<file path="src/rtl/reg_file_wb_pkg.sv">
// Shared widths and fixed register indices for the write-back register file.
package reg_file_wb_pkg;
  localparam int DATA_W   = 32;
  localparam int ADDR_W   = 5;
  localparam int NUM_REGS = 1 << ADDR_W;
  localparam int LINK_REG = 31;
  localparam int REG_ZERO = 0;

  typedef logic [DATA_W-1:0] word_t;
  typedef logic [ADDR_W-1:0] addr_t;
endpackage

</file>
<file path="src/rtl/reg_file_wb_bypass_port.sv">
// One read port: selects the stored word, the same-edge write, or hardwired zero.
module rf_bypass_port
  import reg_file_wb_pkg::*;
(
  input  logic [DATA_W-1:0] arr_word,
  input  logic [ADDR_W-1:0] rd_addr,
  input  logic              eff_valid,
  input  logic [ADDR_W-1:0] eff_addr,
  input  logic [DATA_W-1:0] eff_data,
  output logic [DATA_W-1:0] rd_next
);

  // A match on a non-zero index implies the write is not to r0.
  always_comb begin
    rd_next = arr_word;
    if (rd_addr == ADDR_W'(REG_ZERO)) begin
      rd_next = '0;
    end else if (eff_valid && (eff_addr == rd_addr)) begin
      rd_next = eff_data;
    end
  end

endmodule

</file>
<file path="src/rtl/reg_file_wb.sv">
// 32x32 MIPS register file with link write, r0 hardwired zero and write->read bypass.
module reg_file_wb
  import reg_file_wb_pkg::*;
(
  input  logic              clk,
  input  logic              rst_n,
  input  logic              wr_en,
  input  logic [ADDR_W-1:0] wr_addr,
  input  logic [DATA_W-1:0] wr_data,
  input  logic              link_en,
  input  logic [DATA_W-1:0] link_pc,
  input  logic              rd_en,
  input  logic [ADDR_W-1:0] ra_addr,
  input  logic [ADDR_W-1:0] rb_addr,
  output logic [DATA_W-1:0] ra_data,
  output logic [DATA_W-1:0] rb_data,
  output logic              wr_conflict
);

  logic [DATA_W-1:0] regs_q [NUM_REGS];
  logic [DATA_W-1:0] regs_d [NUM_REGS];
  logic [DATA_W-1:0] ra_data_q, ra_data_d;
  logic [DATA_W-1:0] rb_data_q, rb_data_d;
  logic              wr_conflict_q, wr_conflict_d;

  logic              eff_valid;
  logic [ADDR_W-1:0] eff_addr;
  logic [DATA_W-1:0] eff_data;
  logic [DATA_W-1:0] ra_next, rb_next;

  // Link writes win; a concurrent normal write is dropped and flagged.
  always_comb begin
    eff_valid     = link_en | wr_en;
    eff_addr      = link_en ? ADDR_W'(LINK_REG) : wr_addr;
    eff_data      = link_en ? link_pc : wr_data;
    wr_conflict_d = link_en & wr_en;
  end

  rf_bypass_port u_port_a (
    .arr_word  (regs_q[ra_addr]),
    .rd_addr   (ra_addr),
    .eff_valid (eff_valid),
    .eff_addr  (eff_addr),
    .eff_data  (eff_data),
    .rd_next   (ra_next)
  );

  rf_bypass_port u_port_b (
    .arr_word  (regs_q[rb_addr]),
    .rd_addr   (rb_addr),
    .eff_valid (eff_valid),
    .eff_addr  (eff_addr),
    .eff_data  (eff_data),
    .rd_next   (rb_next)
  );

  always_comb begin
    regs_d = regs_q;
    if (eff_valid && (eff_addr != ADDR_W'(REG_ZERO))) begin
      regs_d[eff_addr] = eff_data;
    end
    ra_data_d = rd_en ? ra_next : ra_data_q;
    rb_data_d = rd_en ? rb_next : rb_data_q;
  end

  always_ff @(posedge clk or negedge rst_n) begin
    if (!rst_n) begin
      for (int i = 0; i < NUM_REGS; i++) begin
        regs_q[i] <= '0;
      end
      ra_data_q     <= '0;
      rb_data_q     <= '0;
      wr_conflict_q <= 1'b0;
    end else begin
      regs_q        <= regs_d;
      ra_data_q     <= ra_data_d;
      rb_data_q     <= rb_data_d;
      wr_conflict_q <= wr_conflict_d;
    end
  end

  assign ra_data     = ra_data_q;
  assign rb_data     = rb_data_q;
  assign wr_conflict = wr_conflict_q;

endmodule

</file>
<file path="config.mk">
export PLATFORM = sky130hd
export DESIGN_NAME = reg_file_wb
export DESIGN_NICKNAME = d
export VERILOG_FILES = /design/src/rtl/reg_file_wb_pkg.sv /design/src/rtl/reg_file_wb_bypass_port.sv /design/src/rtl/reg_file_wb.sv
export SDC_FILE = /design/constraint.sdc
export NUM_CORES = 2
export LEC_CHECK = 0
export CAP_MARGIN = 20
export CORE_UTILIZATION = 50
export DETAILED_ROUTE_END_ITERATION = 8
export HOLD_SLACK_MARGIN = 0.12
export PLACE_DENSITY = 0.67
export SYNTH_ARGS = -nofsm -noshare
export SYNTH_HDL_FRONTEND = slang
export SYNTH_SLANG_ARGS = --single-unit
export TNS_END_PERCENT = 10
</file>
<file path="constraint.sdc">
create_clock -name clk -period 3.8 [get_ports clk]
set_input_delay 0.76 -clock clk [delete_from_list [all_inputs] [get_ports clk]]
set_output_delay 0.76 -clock clk [all_outputs]
set_load 0.005 [all_outputs]
</file>
# --- Yosys cells after proc, flatten, opt, wreduce, memory -nomap -nowiden ---
# Cells that the tools add are included.
totals:
  n_memories: 0
  inputBits: 84
  out_inout_bits: 65
  ram_bits: 0
  register_bits: 1089
  latch_bits: 0
  rom_bits: 0
classes:
  bitwise_logic: 5
  n_lt_le_gt_ge: 4
  n_mux: 15
  n_div: 0
  n_mul: 0
  reduce_logical: 7
  shift: 0
  n_eq_ne: 2
  add_sub_neg: 0
ops:
  columns: ["op", "count"]
  rows:
  - ["1024-bit bitwise mux", 1]
  - ["32-bit binary-select mux with 5-bit select", 2]
  - ["32-bit 2-to-1 mux", 10]
  - ["32-bit demux with 5-bit select", 1]
  - ["6-bit greater-or-equal comparator, second input constant", 3]
  - ["5-bit NOT with 6-bit output", 3]
  - ["5-bit equality test", 2]
  - ["5-bit logical NOT", 2]
  - ["6-bit by 1-bit < comparator with 1-bit output, second input constant", 1]
  - ["5-bit 2-to-1 mux", 1]
  - ["5-bit nonzero test", 1]
  - ["1-bit logical AND", 4]
  - ["1-bit AND", 1]
  - ["1-bit bitwise OR", 1]

# --- Longest topological paths before layout ---
depth:
  ltp_word: 7
  depth_mapped: 10
  ltp_nobuf: 5

# --- Cells and area by module ---
# From an unflattened synthesis, not the netlist that was laid out.
unflattened:
  hier_cells: 6161
  area_unflattened_um2: 57746.6
modules_own_cells:
  columns: ["module", "area_each_um2", "instances", "seq_area_each_um2", "cells_per_inst"]
  rows:
  - ["reg_file_wb", 56455.4, 1, 27251.1, 5915]
  - ["rf_bypass_port", 645.6, 2, 0.0, 123]

# --- Worst setup path before layout ---
# No wires, ideal clock.
synth_path:
  path_kind: "input-to-reg"
  from: "in ra_addr[2]"
  to: "reg ra_data_q[10] (netlist: ra_data[10])"
  t_arrival_ps: 2486
  setup_time_ps: 138
  n_path_buf: 3
  slack_ps: 1175
  cell_stages: 8
  path_cell_list: "buf_2 buf_2 buf_1 mux4_2 a22o_1 a221o_1 a221oi_1 o211ai_1"
synth_via:
  elab_chain_len: 6
  word_cells_on_any_way: 9
  cone_classes: "eq/ne: 1; mux: 5; bitwise: 1; reduce/logical: 2"
synth_rtl:
  columns: ["item", "line", "source"]
  rows:
  - ["from (decl)", "reg_file_wb.sv:13", "input logic [ADDR_W-1:0] ra_addr,"]
  - ["5-bit NOT with 6-bit output (implied by the code)", "reg_file_wb.sv:40", ".arr_word (regs_q[ra_addr]),"]
  - ["32-bit binary-select mux with 5-bit select", "reg_file_wb.sv:40", null]
  - ["32-bit 2-to-1 mux (implied by the code) (2 in series)", "reg_file_wb.sv:40", null]
  - ["32-bit 2-to-1 mux", "reg_file_wb_bypass_port.sv:18", "end else if (eff_valid && (eff_addr == rd_addr)) begin"]
  - ["32-bit 2-to-1 mux (*)", "reg_file_wb_bypass_port.sv:16", "if (rd_addr == ADDR_W'(REG_ZERO)) begin"]
  - ["to (signal assigned)", "reg_file_wb.sv:76", "ra_data_q <= ra_data_d;"]
  - ["to (decl)", "reg_file_wb.sv:22", "logic [DATA_W-1:0] ra_data_q, ra_data_d;"]
# Every way passes the cells marked *; elsewhere a longest branch is shown, timed or not. The select of a mux whose other input is x is not followed.
# A chain may end at the register's enable or synchronous reset.

# --- Worst setup path after layout ---
layout_path:
  from: "in ra_addr[4]"
  to: "reg ra_data_q[7] (netlist: ra_data[7])"
# Same word-level chain as after synthesis.

==> results.sh <==
export IMPL_worst_setup_path_type="primary input to flip-flop"
export IMPL_grt_use_total=0.3587
export IMPL_p_leak_nw=27.21
export IMPL_final_period_utilization=0.8045
export IMPL_grt_pass1_wl_um=296600
export IMPL_synth_xor_area_share=0.0004691
export IMPL_cts_tree="built"
export IMPL_ctsHoldBuffers=1
export IMPL_die_area_um2=113400
export IMPL_slew_headroom=0.2223
export IMPL_cts_buffer_depth=3
export IMPL_antenna_found_initial=3
export IMPL_finalPower_mw=32.44
export IMPL_worst_pin_slew_ps=1167
export IMPL_r2r_end="ra_data[7]"
export IMPL_syn_instance_count=5135
export IMPL_via_count=45137
export IMPL_rsz0062_at_grt="no"
export IMPL_r2r_setup_slack_ps=1430
export IMPL_overflow=0
export IMPL_cp_end_kind="flip-flop"
export IMPL_cts_htree_levels=3
export IMPL_min_from="regs_q[996]"
export IMPL_cp_arrival_ps=3620
export IMPL_yosysSeqAreaShare=0.4866
export IMPL_critPathLaunchType="primary input"
export IMPL_io_buffers=148
export IMPL_drive_gt1_frac=0.2238
export IMPL_ant_nets=0
export IMPL_synthArstFlopShare=1.000
export IMPL_synth_top_cell_by_area="dfrtp_1"
export IMPL_viasPerCell=6.738
export IMPL_synth_fa_ha_area_frac=0
export IMPL_yosys_area_share_simple=0.09781
export IMPL_nNetsFinal=5200
export IMPL_synth_commonest_cells="1089 x dfrtp_1, 664 x nor2_1, 599 x a21oi_1, 428 x nand2_1, 412 x o21ai_0"
export IMPL_r2r_cells=6
export IMPL_final_min_clock_period_ps=3057
export IMPL_grt_start_max_net_pins=95
export IMPL_switching_share=0.2940
export IMPL_drt_initial_drc_count=6441
export IMPL_hold_violations=0
export IMPL_synth_edf_count=0
export IMPL_fin_skew_ps=20.17
export IMPL_detail_route_wirelength_um=202400
export IMPL_required_ps=4370
export IMPL_synthTopCellsByArea="dfrtp_1 49%, mux4_2 13%, a21oi_1 5.4%, mux2_2 5.1%, nor2_1 4.5%"
export IMPL_synth_top_cell_area_share=0.4866
export IMPL_finalSetupViolations=0
export IMPL_synth_cell_types=69
export IMPL_holdPathStages=0
export IMPL_regArea_um2=27250
export IMPL_ys_seq_elements=1089
export IMPL_drv_cap=0
export IMPL_cts_root_buf="clkbuf_16"
export IMPL_rr_startpoint="regs_q[519]"
export IMPL_power_switching_mw=9.538
export IMPL_cts_buffers=114
export IMPL_power_density_nw_per_um2=506.7
export IMPL_ys_warn_count=0
export IMPL_dp_hpwl_um=122800
export IMPL_multiInputGateArea_um2=26420
export IMPL_cp_max_fo=11
export IMPL_synth_flop_cell="dfrtp_1"
export IMPL_first_pass_iters=7
export IMPL_syn_area_um2=56010
export IMPL_syn_to_final_growth_pct=14.30
export IMPL_holdPathEnd="regs_q[996]"
export IMPL_syn_num_nets=5219
export IMPL_synth_compound_area_frac=0.1541
export IMPL_place_congestion=0.9273
export IMPL_hold_class="flip-flop to flip-flop"
export IMPL_power_frac_clock=0.352
export IMPL_initial_core_util=0.5054
export IMPL_die_h_um=336.7
export IMPL_drc_errors=0
export IMPL_post_cts_buffers=0
export IMPL_die_x_um=336.7
export IMPL_seqPwrFrac=0.457
export IMPL_ctsResizeCount=0
export IMPL_clock_sinks=1089
export IMPL_synth_top_family_by_area="multiplexers"
export IMPL_core_area_um2=110800
export IMPL_synth_most_common_cell="dfrtp_1"
export IMPL_io_pins=149
export IMPL_wl_per_cell_um=30.22
export IMPL_maxSlewViolCount=0
export IMPL_ir_drop_mv=0.4376
export IMPL_syn_avg_cell_area_um2=10.91
export IMPL_clock_fmax_mhz=327.1
export IMPL_synth_mux_area_frac=0.2118
export IMPL_internal_power_mw=22.90
export IMPL_grt_pass1_vias=43435
export IMPL_fin_tns_setup_ps=0
export IMPL_n_fill_cell=9084
export IMPL_rows=122
export IMPL_path_clk_slew_ps=60
export IMPL_p_comb_frac=0.191
export IMPL_clock_latency_ps=720
export IMPL_status="finished clean"
cell usage in the layout, fill, tap and decap left out, types with 10 or more instances in the layout:
cell / n
clkinv_2: 24
nor2_4: 18
a221oi_2: 20
inv_1: 14
nor2_1: 656
mux2i_1: 95
a21oi_1: 599
o21ai_0: 412
a221oi_1: 11
clkbuf_8: 23
or4_1: 16
mux2i_2: 29
nand2b_1: 59
nand4b_1: 23
mux2_2: 254
mux4_2: 334
a221o_1: 33
dfrtp_1: 1089
buf_4: 179
o221ai_1: 28
clkdlybuf4s50_1: 141
buf_12: 90
a41oi_1: 10
clkbuf_1: 26
o211ai_1: 24
a22oi_1: 75
nand2_1: 424
a22o_1: 31
o22ai_1: 193
o21ai_1: 14
nor2b_1: 10
clkbuf_16: 116
through the flow:
stage            util  hold WS, ps  setup WS [ps]  cell area, um2  instances
3_3_place_gp   0.5434        379.2          199.8           60220       6487
3_5_place_dp   0.5434        383.8          149.0           60220       6487
5_1_grt        0.5776        403.9          812.3           64010       6698
4_1_cts        0.5776        397.6          888.6           64010       6698
2_1_floorplan       -        442.0           1175           56010       5135
6_report       0.5777        399.0          743.0           64020       6699
cell families after synthesis:
logic type,Yosys count
flip-flops,1089
AO/OA/AOI/OAI,1470
AND/OR/NAND/NOR,1284
XOR/XNOR,3
multiplexers,723
buffers and inverters,566
flip-flops by register name, summed over array words and instances (netlist names):
name         cells
regs_q        1024
wr_conflict      1
ra_data         32
rb_data         32
final cells by class:
class	count	area share
Tap cell	1488	0.02908
Multi-Input combinational cell	3480	0.4127
Clock buffer	165	0.05181
Timing Repair Buffer	417	0.07259
Clock inverter	45	0.007251
Sequential cell	1089	0.4257
Antenna cell	1	0.00003909
Inverter	14	0.0008209
worst max-delay path by stage:
stage | from | end | slack [ps] | depth (start not counted)
2_1_floorplan | ra_addr[2] | ra_data[10] | 1180 | 8
3_3_place_gp | ra_addr[4] | ra_data[7] | 200 | 8
3_5_place_dp | ra_addr[4] | ra_data[7] | 150 | 8
4_1_cts | ra_addr[4] | ra_data[7] | 890 | 8
5_1_grt | ra_addr[4] | ra_data[7] | 810 | 8
6_report | ra_addr[4] | ra_data[7] | 740 | 8
per-layer routing:
| metal | vias up | wire (um) | global-route usage |
|---|---|---|---|
| met1 | 22719 | 76870 | 0.4971 |
| met4 | 2 | 11440 | 0.1814 |
| met5 | - | 8 | 0 |
| li1 | 18656 | - | - |
| met2 | 3095 | 88330 | 0.5190 |
| met3 | 665 | 25780 | 0.09852 |
critical path, stage by stage:
cell             delay (ps)
clkdlybuf4s50_1         770
nor2_1                  130
and2_2                  460
buf_4                   310
a221o_1                 330
a221oi_1                560
buf_4                   210
o211ai_1                 70
power by group through the flow:
stage / sequential [mW] / clock (mW) / combinational [mW]
2_1_floorplan: 14.4 / 0 / 4.14
3_3_place_gp: 14.8 / 0 / 5.97
3_5_place_dp: 14.9 / 0 / 6.10
4_1_cts: 14.7 / 11.5 / 6.13
5_1_grt: 15.0 / 11.9 / 6.70
6_report: 14.8 / 11.4 / 6.20
No activity file was read; power rests on OpenSTA's default activity.
